$ cat config.mk
export PLATFORM = sky130hd
export DESIGN_NAME = mat_vec_loader
export DESIGN_NICKNAME = d
export VERILOG_FILES = /design/src/rtl/mat_vec_loader.sv
export SDC_FILE = /design/constraint.sdc
export NUM_CORES = 1
export LEC_CHECK = 0
export ABC_AREA = 0
export CAP_MARGIN = 15
export CORE_MARGIN = 10
export CORE_UTILIZATION = 30
export DETAILED_ROUTE_END_ITERATION = 10
export DONT_BUFFER_PORTS = 1
export PLACE_DENSITY_LB_ADDON = 0.25
export SYNTH_ARGS = -nofsm -noshare
export SYNTH_HDL_FRONTEND = slang
export SYNTH_SLANG_ARGS = --single-unit
$ cat constraint.sdc
create_clock -name clk -period 3.7 [get_ports clk]
set_input_delay 0.185 -clock clk [delete_from_list [all_inputs] [get_ports clk]]
set_output_delay 0.185 -clock clk [all_outputs]
set_load 0.03 [all_outputs]
$ cat src/rtl/mat_vec_loader.sv
// mat_vec_loader: steers a byte stream into the MAC array's A-row/B FIFOs, then drains the accumulators.
// Optional feature macro MVL_ABORT_EN adds an abort input that cancels a job from any busy state.
module mat_vec_loader #(
  parameter int unsigned DATA_WIDTH     = 8,
  parameter int unsigned DEPTH          = 8,
  parameter int unsigned COMPUTE_CYCLES = 24
) (
  input  logic                          clk,
  input  logic                          rst_n,
`ifdef MVL_ABORT_EN
  input  logic                          abort,
`endif
  input  logic                          start,
  output logic                          busy,
  output logic                          done,
  input  logic                          in_valid,
  input  logic [DATA_WIDTH-1:0]         in_data,
  output logic                          in_ready,
  output logic                          mac_clr,
  output logic [DEPTH-1:0]              a_wren,
  output logic [DATA_WIDTH-1:0]         a_data,
  output logic                          b_wren,
  output logic [DATA_WIDTH-1:0]         b_data,
  input  logic [DEPTH*3*DATA_WIDTH-1:0] res_in,
  output logic                          res_valid,
  output logic [3*DATA_WIDTH-1:0]       res_data,
  output logic [$clog2(DEPTH)-1:0]      res_idx,
  input  logic                          res_ready
);
  localparam int unsigned RES_W  = 3 * DATA_WIDTH;
  localparam int unsigned IDX_W  = $clog2(DEPTH);
  localparam int unsigned CNT_W  = $clog2(DEPTH * DEPTH);
  localparam int unsigned WAIT_W = 8;

  localparam logic [CNT_W-1:0]  LAST_A    = CNT_W'(DEPTH * DEPTH - 1);
  localparam logic [CNT_W-1:0]  LAST_B    = CNT_W'(DEPTH - 1);
  localparam logic [WAIT_W-1:0] LAST_WAIT = WAIT_W'(COMPUTE_CYCLES - 1);
  localparam logic [IDX_W-1:0]  LAST_IDX  = IDX_W'(DEPTH - 1);

  localparam logic [2:0] S_IDLE   = 3'd0;
  localparam logic [2:0] S_CLEAR  = 3'd1;
  localparam logic [2:0] S_LOAD_A = 3'd2;
  localparam logic [2:0] S_LOAD_B = 3'd3;
  localparam logic [2:0] S_WAIT   = 3'd4;
  localparam logic [2:0] S_DRAIN  = 3'd5;

  logic [2:0]            state, state_nxt;
  logic [CNT_W-1:0]      beat_cnt, beat_nxt;
  logic [WAIT_W-1:0]     wait_cnt, wait_nxt;
  logic [RES_W-1:0]      res_buf [DEPTH];
  logic                  capture;
  logic                  accept;
  logic [IDX_W-1:0]      a_row;
  logic [DEPTH-1:0]      a_wren_nxt;
  logic [DATA_WIDTH-1:0] a_data_nxt, b_data_nxt;
  logic                  b_wren_nxt, done_nxt, clr_pulse;
  logic [IDX_W-1:0]      idx_nxt;
  logic [RES_W-1:0]      rdata_nxt;

  // Next-state, routing and drain sequencing
  always_comb begin
    state_nxt  = state;
    beat_nxt   = beat_cnt;
    wait_nxt   = wait_cnt;
    capture    = 1'b0;
    a_wren_nxt = '0;
    b_wren_nxt = 1'b0;
    a_data_nxt = a_data;
    b_data_nxt = b_data;
    idx_nxt    = res_idx;
    rdata_nxt  = res_data;
    done_nxt   = 1'b0;
    clr_pulse  = 1'b0;
    accept     = in_valid && in_ready;
    a_row      = IDX_W'(beat_cnt / CNT_W'(DEPTH));

    case (state)
      S_IDLE:  if (start) state_nxt = S_CLEAR;
      S_CLEAR: state_nxt = S_LOAD_A;
      S_LOAD_A: begin
        if (accept) begin
          a_data_nxt = in_data;
          a_wren_nxt = DEPTH'(1) << a_row;
          if (beat_cnt == LAST_A) begin
            beat_nxt  = '0;
            state_nxt = S_LOAD_B;
          end else begin
            beat_nxt = beat_cnt + CNT_W'(1);
          end
        end
      end
      S_LOAD_B: begin
        if (accept) begin
          b_data_nxt = in_data;
          b_wren_nxt = 1'b1;
          if (beat_cnt == LAST_B) begin
            beat_nxt  = '0;
            state_nxt = S_WAIT;
          end else begin
            beat_nxt = beat_cnt + CNT_W'(1);
          end
        end
      end
      S_WAIT: begin
        if (wait_cnt == LAST_WAIT) begin
          wait_nxt  = '0;
          capture   = 1'b1;
          idx_nxt   = '0;
          rdata_nxt = res_in[RES_W-1:0];
          state_nxt = S_DRAIN;
        end else begin
          wait_nxt = wait_cnt + WAIT_W'(1);
        end
      end
      S_DRAIN: begin
        if (res_ready) begin
          if (res_idx == LAST_IDX) begin
            idx_nxt   = '0;
            rdata_nxt = '0;
            done_nxt  = 1'b1;
            state_nxt = S_IDLE;
          end else begin
            idx_nxt   = res_idx + IDX_W'(1);
            rdata_nxt = res_buf[res_idx + IDX_W'(1)];
          end
        end
      end
      default: state_nxt = S_IDLE;
    endcase

`ifdef MVL_ABORT_EN
    // Abort wins over everything; the extra clear discards partial sums in the array
    if (abort && state != S_IDLE) begin
      state_nxt  = S_IDLE;
      beat_nxt   = '0;
      wait_nxt   = '0;
      capture    = 1'b0;
      a_wren_nxt = '0;
      b_wren_nxt = 1'b0;
      idx_nxt    = '0;
      rdata_nxt  = '0;
      done_nxt   = 1'b0;
      clr_pulse  = 1'b1;
    end
`endif
  end

  // State, counters and registered outputs; status flags are decoded from the next state
  always_ff @(posedge clk or negedge rst_n) begin
    if (!rst_n) begin
      state     <= S_IDLE;
      beat_cnt  <= '0;
      wait_cnt  <= '0;
      busy      <= 1'b0;
      done      <= 1'b0;
      in_ready  <= 1'b0;
      mac_clr   <= 1'b0;
      a_wren    <= '0;
      a_data    <= '0;
      b_wren    <= 1'b0;
      b_data    <= '0;
      res_valid <= 1'b0;
      res_data  <= '0;
      res_idx   <= '0;
    end else begin
      state     <= state_nxt;
      beat_cnt  <= beat_nxt;
      wait_cnt  <= wait_nxt;
      busy      <= (state_nxt != S_IDLE);
      done      <= done_nxt;
      in_ready  <= (state_nxt == S_LOAD_A) || (state_nxt == S_LOAD_B);
      mac_clr   <= (state_nxt == S_CLEAR) || clr_pulse;
      a_wren    <= a_wren_nxt;
      a_data    <= a_data_nxt;
      b_wren    <= b_wren_nxt;
      b_data    <= b_data_nxt;
      res_valid <= (state_nxt == S_DRAIN);
      res_data  <= rdata_nxt;
      res_idx   <= idx_nxt;
    end
  end

  // Accumulator snapshot taken on the last compute-wait cycle
  always_ff @(posedge clk or negedge rst_n) begin
    if (!rst_n) begin
      for (int r = 0; r < int'(DEPTH); r++) res_buf[r] <= '0;
    end else if (capture) begin
      for (int r = 0; r < int'(DEPTH); r++) res_buf[r] <= res_in[r*RES_W +: RES_W];
    end
  end

endmodule
==> reports/metrics.csv, run 1 <==
stage,metric,value,unit
run_status,status,"finished, violations left",
run_status,failing checks,hold timing,
final_layout,nets,1673,
cts,htree depth,2,
critical_path,Critical Path Source Type,flop,
die,Die Wd,219,um
synth,Post-Syn Area,11900,um^2
die,num ports,262,
critical_path,CP bufs+invs,1,
detailed_routing,via/cell ratio,4.84,
timing,RSZ-0062 raised after global routing,no,
global_route,number of global-route vias before repair,10100,
global_route,Overall Global Routing Usage,18.1,%
cts,CTS sink count,266,
detailed_routing,total wire length,44000,um
detailed_routing,starting DRC count in detailed routing,759,
cts,postcts setup bufs,0,
detailed_routing,vias,9736,
synth,sequential element share of the synthesized area,56.1,%
critical_path,Worst path slowest cell,nor2b_2,
detailed_routing,total iterations of the first detailed-routing run,5,
critical_path,crit-path max FO,18,
cts,hold_buf cts,203,
global_route,antenna violations before repair,4,
critical_path,WP data required,4.09,ns
synth,ys async rst share,100,%
synth,dominant synthesized flop cell,dfrtp_1,
critical_path,Reg-to-Reg End,res_data[18],
timing,fin. max-slew vios,0,
cts,CTS resizes,0,
die,row cnt,72,
critical_path,critical setup path kind,flop to flop,
min_path,Hold Path Class,input pin to async pin,
placed_design,placed wire-length estimate,31200,um
power,VDD IR max,0.321,mV
timing,Slew headroom,44.8,%
critical_path,reg2reg start,res_idx[1],
placed_design,RD Place Congestion,0.843,
timing,fin crit share,76.2,%
final_layout,Layout fillers,3826,
timing,Final Skew,0.0211,ns
timing,Tightest Pin Transition,0.825,ns
critical_path,crit-path max cell delay,0.71,ns
critical_path,Crit. End Element,flop,
cts,CTS tree,done,
final_layout,Final Non-Filler Cells,2010,
detailed_routing,DR WL/cell,21.9,um
critical_path,FF-to-FF path depth,7,
die,Placeable Area,38800,um^2
timing,endpoints failing hold,266,
synth,Synth cell types,47,
timing,post-route setup TNS,0,ns
cts,cts bufs inserted,34,
synth,"EDFF count, synth",0,
timing,Min Hold Slack,-0.640,ns
cts,Root Driver,clkbuf_16,
cts,clk_lat worst skew,0.55,ns
synth,syn_area_per_cell,9.19,um^2
synth,Syn Inst Count,1290,
global_route,global-route wire length before repair,65400,um
synth,Ys Warns,0,
detailed_routing,Antenna Nets Post-Route,0,
critical_path,WP data arrival,3.21,ns
placed_design,Cell Count Post-Placement,1743,
die,Die Y-Extent,219,um
power,P_leak,0.00654,uW
flow_run,max-cap violations,0,
final_layout,synth-to-layout area growth,31.5,%
synth,Synth Net Count,1499,
power,PwrDens,444,nW/um^2
die,full die area,47900,um^2
final_layout,layout cells sized above 1,6.25,%
final_layout,utilization after layout,40.1,%
placed_design,PortBufs,0,
critical_path,critical-path cell list,ha_4 -> ha_1 -> nor2b_2 -> buf_4 -> a22oi_1 -> a32oi_1 -> a21oi_1,
synth,Synth Register Bits,266,
detailed_routing,# DRC,0,
global_route,grt ovf,0,
timing,# setup viols final,0,
cts,Clock Pin Slew Worst Setup and Hold Paths,0.06,ns
cts,CTS Buffer Depth,3,
timing,FMAX,355,MHz
die,Starting Density,30.5,%
critical_path,R2R Setup Slk,0.88,ns
global_route,pin count of the biggest net entering global routing,267,
timing,min cycle time layout,2.82,ns
critical_path,"CP delay by family, top",simple AND/OR/NAND/NOR gates,
==> synth_stat cells, drive strengths merged, types with 10 or more instances <==
cell type	count	area share [%]
nand2	614	19
dfrtp	266	56
mux2i	97	8.2
buf	50	2.1
a22oi	48	3.0
nor2	36	1.1
clkbuf	32	1.0
a21oi	24	1.0
a32oi	24	1.8
nand3	12	0.51
o21ai	10	0.42
==> worst reg2reg max path: stages (launching register included) <==
cell and delay (ns):
dfrtp_1 0.58, ha_4 0.27, ha_1 0.37, nor2b_2 0.71, buf_4 0.29, a22oi_1 0.12
a32oi_1 0.24, a21oi_1 0.09
==> where the power goes <==
| part | switching (uW) | internal, uW |
|---|---|---|
| logic | 117 | 208 |
| clock network | 1320 | 2150 |
| registers | 150 | 2970 |
==> area by class of cell <==
| cell class | instances | area, um^2 | share of cell area (%) |
|---|---|---|---|
| Sequential cell | 266 | 6660 | 42.7 |
| Multi-Input combinational cell | 939 | 4860 | 31.2 |
| Timing Repair Buffer | 220 | 2220 | 14.3 |
| Clock buffer | 50 | 1030 | 6.62 |
| Tap cell | 518 | 648 | 4.16 |
| Clock inverter | 11 | 149 | 0.955 |
| Inverter | 3 | 11.3 | 0.0722 |
| Antenna cell | 3 | 7.51 | 0.0482 |
==> logic make-up (layout without fill, tap and decap cells) <==
family,count (synthesis),after routing,share of synthesized area (%)
simple gates,705,705,23.6
xor+xnor,7,7,0.517
other cells,0,3,0
mux,105,105,8.95
buf+inv,85,284,3.24
compound gates,118,118,7.11
flops,266,266,56.1
fa+ha+maj,4,4,0.422
==> how the worst max path moves through the flow <==
stage	from	to	slack (ns)	depth (start not counted)
finish	res_idx[1]	res_data[18]	0.88	7
global route	res_idx[1]	res_data[11]	0.77	6
CTS	res_idx[1]	res_data[11]	0.90	6
detailed placement	res_idx[1]	res_data[11]	0.90	6
global placement	res_idx[1]	res_data[10]	0.95	6
floorplan	res_idx[0]	res_data[13]	1.48	8
==> routing by layer <==
layer  GRT usage [%]  wire, um
met5               0        12
met2            28.0     20000
met1            22.9     18300
met3            7.13      4440
met4            5.22      1210
==> state kept, by name, indices dropped and copies added, names as in the netlist <==
name	cells
res_buf	192
res_data	24
a_data	8
a_wren	8
b_data	8
wait_cnt	8
beat_cnt	6
res_idx	3
state	3
b_wren	1
busy	1
done	1
in_ready	1
mac_clr	1
res_valid	1
==> through the flow <==
stage	area (um^2)	setup WS (ns)	hold WS [ns]	power [uW]
floorplan	11900	1.48	-0.111	3260
global placement	12400	0.945	-0.0875	3300
detailed placement	12400	0.903	-0.0857	3300
CTS	15600	0.899	-0.678	7020
global route	15600	0.768	-0.670	7190
finish	15600	0.879	-0.640	6920
==> cells in the final DEF, fill, tap and decap left out, drive strengths merged, types with 6 or more instances in the layout <==
cell type	instances
dlygate4sd3	203
clkbuf	50
buf	17
nor2	36
o21ai	10
mux2i	97
nor3	8
a21oi	24
clkinv	6
nand2	614
mux2	8
nand3	12
xnor2	6
a22oi	48
dfrtp	266
a32oi	24
Note: power is estimated with default switching activity, not from simulation.
==> inputs of run 2 (changes only) <==
==> constraint.sdc (replaced) <==
create_clock -name clk -period 2.53 [get_ports clk]
set_input_delay 0.1265 -clock clk [delete_from_list [all_inputs] [get_ports clk]]
set_output_delay 0.1265 -clock clk [all_outputs]
set_load 0.03 [all_outputs]
==> reports/metrics.csv, run 2 (synthesized netlist as in run 1, its figures left out) <==
stage,metric,value,unit
run_status,status,"finished, violations left",
run_status,failing checks,hold timing,
placed_design,RD Place Congestion,0.786,
die,Starting Density,30.5,%
cts,hold_buf cts,203,
timing,fin. max-slew vios,0,
critical_path,Worst path slowest cell,a22oi_1,
timing,Final Skew,0.0103,ns
critical_path,WP data required,2.98,ns
timing,post-route setup TNS,0,ns
power,P_leak,0.00671,uW
timing,# setup viols final,0,
global_route,number of global-route vias before repair,10100,
detailed_routing,Antenna Nets Post-Route,0,
placed_design,"Cell Area, Placed",12600,um^2
global_route,grt ovf,0,
final_layout,nets,1698,
die,full die area,47900,um^2
power,switching share of power,22.4,%
detailed_routing,# DRC,0,
cts,CTS sink count,266,
final_layout,biggest registers after layout,"res_buf x192, res_data x24",
detailed_routing,total iterations of the first detailed-routing run,5,
detailed_routing,total wire length,41100,um
timing,fin crit share,95.9,%
cts,CTS Buffer Depth,3,
cts,htree depth,2,
global_route,antenna violations before repair,6,
cts,CTS tree,done,
cts,postcts setup bufs,0,
power,VDD IR max,0.568,mV
cts,CTS resizes,0,
timing,Slew headroom,39.2,%
critical_path,crit-path max FO,18,
placed_design,PortBufs,0,
timing,min cycle time layout,2.43,ns
critical_path,critical-path cell list,ha_4 -> ha_1 -> nor2b_2 -> buf_12 -> a22oi_1 -> a32oi_1 -> a21oi_1,
cts,cts bufs inserted,34,
critical_path,Crit. End Element,flop,
final_layout,area taken by multi-input logic gates,4860,um^2
power,Pint,8020,uW
min_path,Hold Path Class,input pin to async pin,
final_layout,Sequential Area,6660,um^2
cts,clk_lat worst skew,0.53,ns
critical_path,Critical Path Source Type,flop,
die,Die Y-Extent,219,um
timing,FMAX,412,MHz
critical_path,Reg-to-Reg End,res_data[10],
timing,RSZ-0062 raised after global routing,no,
power,Flop pwr share,44.1,%
final_layout,Layout fillers,3799,
detailed_routing,vias,9722,
power,Design Power,10300,uW
final_layout,synth-to-layout area growth,34.0,%
die,Die Wd,219,um
cts,Clock Pin Slew Worst Setup and Hold Paths,0.06,ns
final_layout,layout cells sized above 1,7.73,%
final_layout,Final Cell Area,15900,um^2
power,Psw,2310,uW
timing,endpoints failing hold,266,
placed_design,placed wire-length estimate,27800,um
timing,Tightest Pin Transition,0.912,ns
power,Comb pwr share,4.7,%
global_route,global-route wire length before repair,62300,um
critical_path,critical setup path kind,flop to flop,
timing,Min Hold Slack,-0.689,ns
critical_path,FF-to-FF path depth,7,
critical_path,WP data arrival,2.88,ns
critical_path,R2R Setup Slk,0.10,ns
power,clock share of power,51.2,%
flow_run,max-cap violations,0,
global_route,Overall Global Routing Usage,16.9,%
detailed_routing,starting DRC count in detailed routing,690,
global_route,pin count of the biggest net entering global routing,267,
detailed_routing,via/cell ratio,4.77,
critical_path,crit-path max cell delay,0.60,ns
detailed_routing,DR WL/cell,20.2,um
power,PwrDens,650,nW/um^2
die,row cnt,72,
cts,Root Driver,clkbuf_16,
final_layout,"most common cell after layout, fill and taps aside",nand2_1,
die,num ports,262,
final_layout,max reg flops,192,
critical_path,reg2reg start,res_idx[0],
final_layout,"top library cells by usage in the layout, fill and taps aside","614 x nand2_1, 266 x dfrtp_1, 203 x dlygate4sd3_1",
final_layout,Largest Register,res_buf,
die,Placeable Area,38800,um^2
==> run 2: stage by stage <==
step	std cells	worst slack (ns)	hold WS, ns	util (%)
floorplan	1290	0.313	-0.169	-
global placement	1768	0.114	-0.144	32.5
detailed placement	1768	0.0831	-0.145	32.5
CTS	2032	0.0674	-0.740	40.9
global route	2037	0.0287	-0.718	40.9
finish	2037	0.104	-0.689	40.9
==> run 2: final cells by class <==
cell class	count	share of cell area [%]
sequential	266	41.9
multi-input combinational	939	30.6
timing repair buffer	245	15.6
clock buffer	50	6.58
tap	518	4.08
clock inverter	11	1.15
antenna	5	0.0787
inverter	3	0.0709
==> run 2: power groups by stage <==
stage	clock (uW)	sequential [uW]	combinational (uW)
2_1_floorplan	0	4580	191
3_3_place_gp	0	4640	189
3_5_place_dp	0	4630	196
4_1_cts	5440	4560	481
5_1_grt	5610	4580	533
6_report	5290	4560	482
==> run 2: per-layer routing <==
metal  share of wire (%)  track usage, %  vias to the layer above
met5               0.029               0                        -
met4                 2.8            5.31                        2
met3                 7.8            5.53                       58
met2                  47            26.6                      320
met1                  43            21.5                     4681
li1                    -               -                     4661
==> run 2: critical path, delay by kind of cell (launching register included) <==
kind	cells	cell delay, ns
adder cells (fa/ha/maj)	2	0.52
buffers and inverters	1	0.19
AND/OR/NAND/NOR	1	0.27
AO/OA/AOI/OAI	3	0.95
flip-flops	1	0.41
==> run 2: worst max path at each step <==
stage	startpoint	end	slack, ns	depth (start not counted)
3_5_place_dp	res_idx[0]	res_data[10]	0.08	7
2_1_floorplan	res_idx[0]	res_data[13]	0.31	8
4_1_cts	res_idx[0]	res_data[10]	0.07	7
6_report	res_idx[0]	res_data[10]	0.10	7
5_1_grt	res_idx[0]	res_data[11]	0.03	7
3_3_place_gp	res_idx[0]	res_data[10]	0.11	7
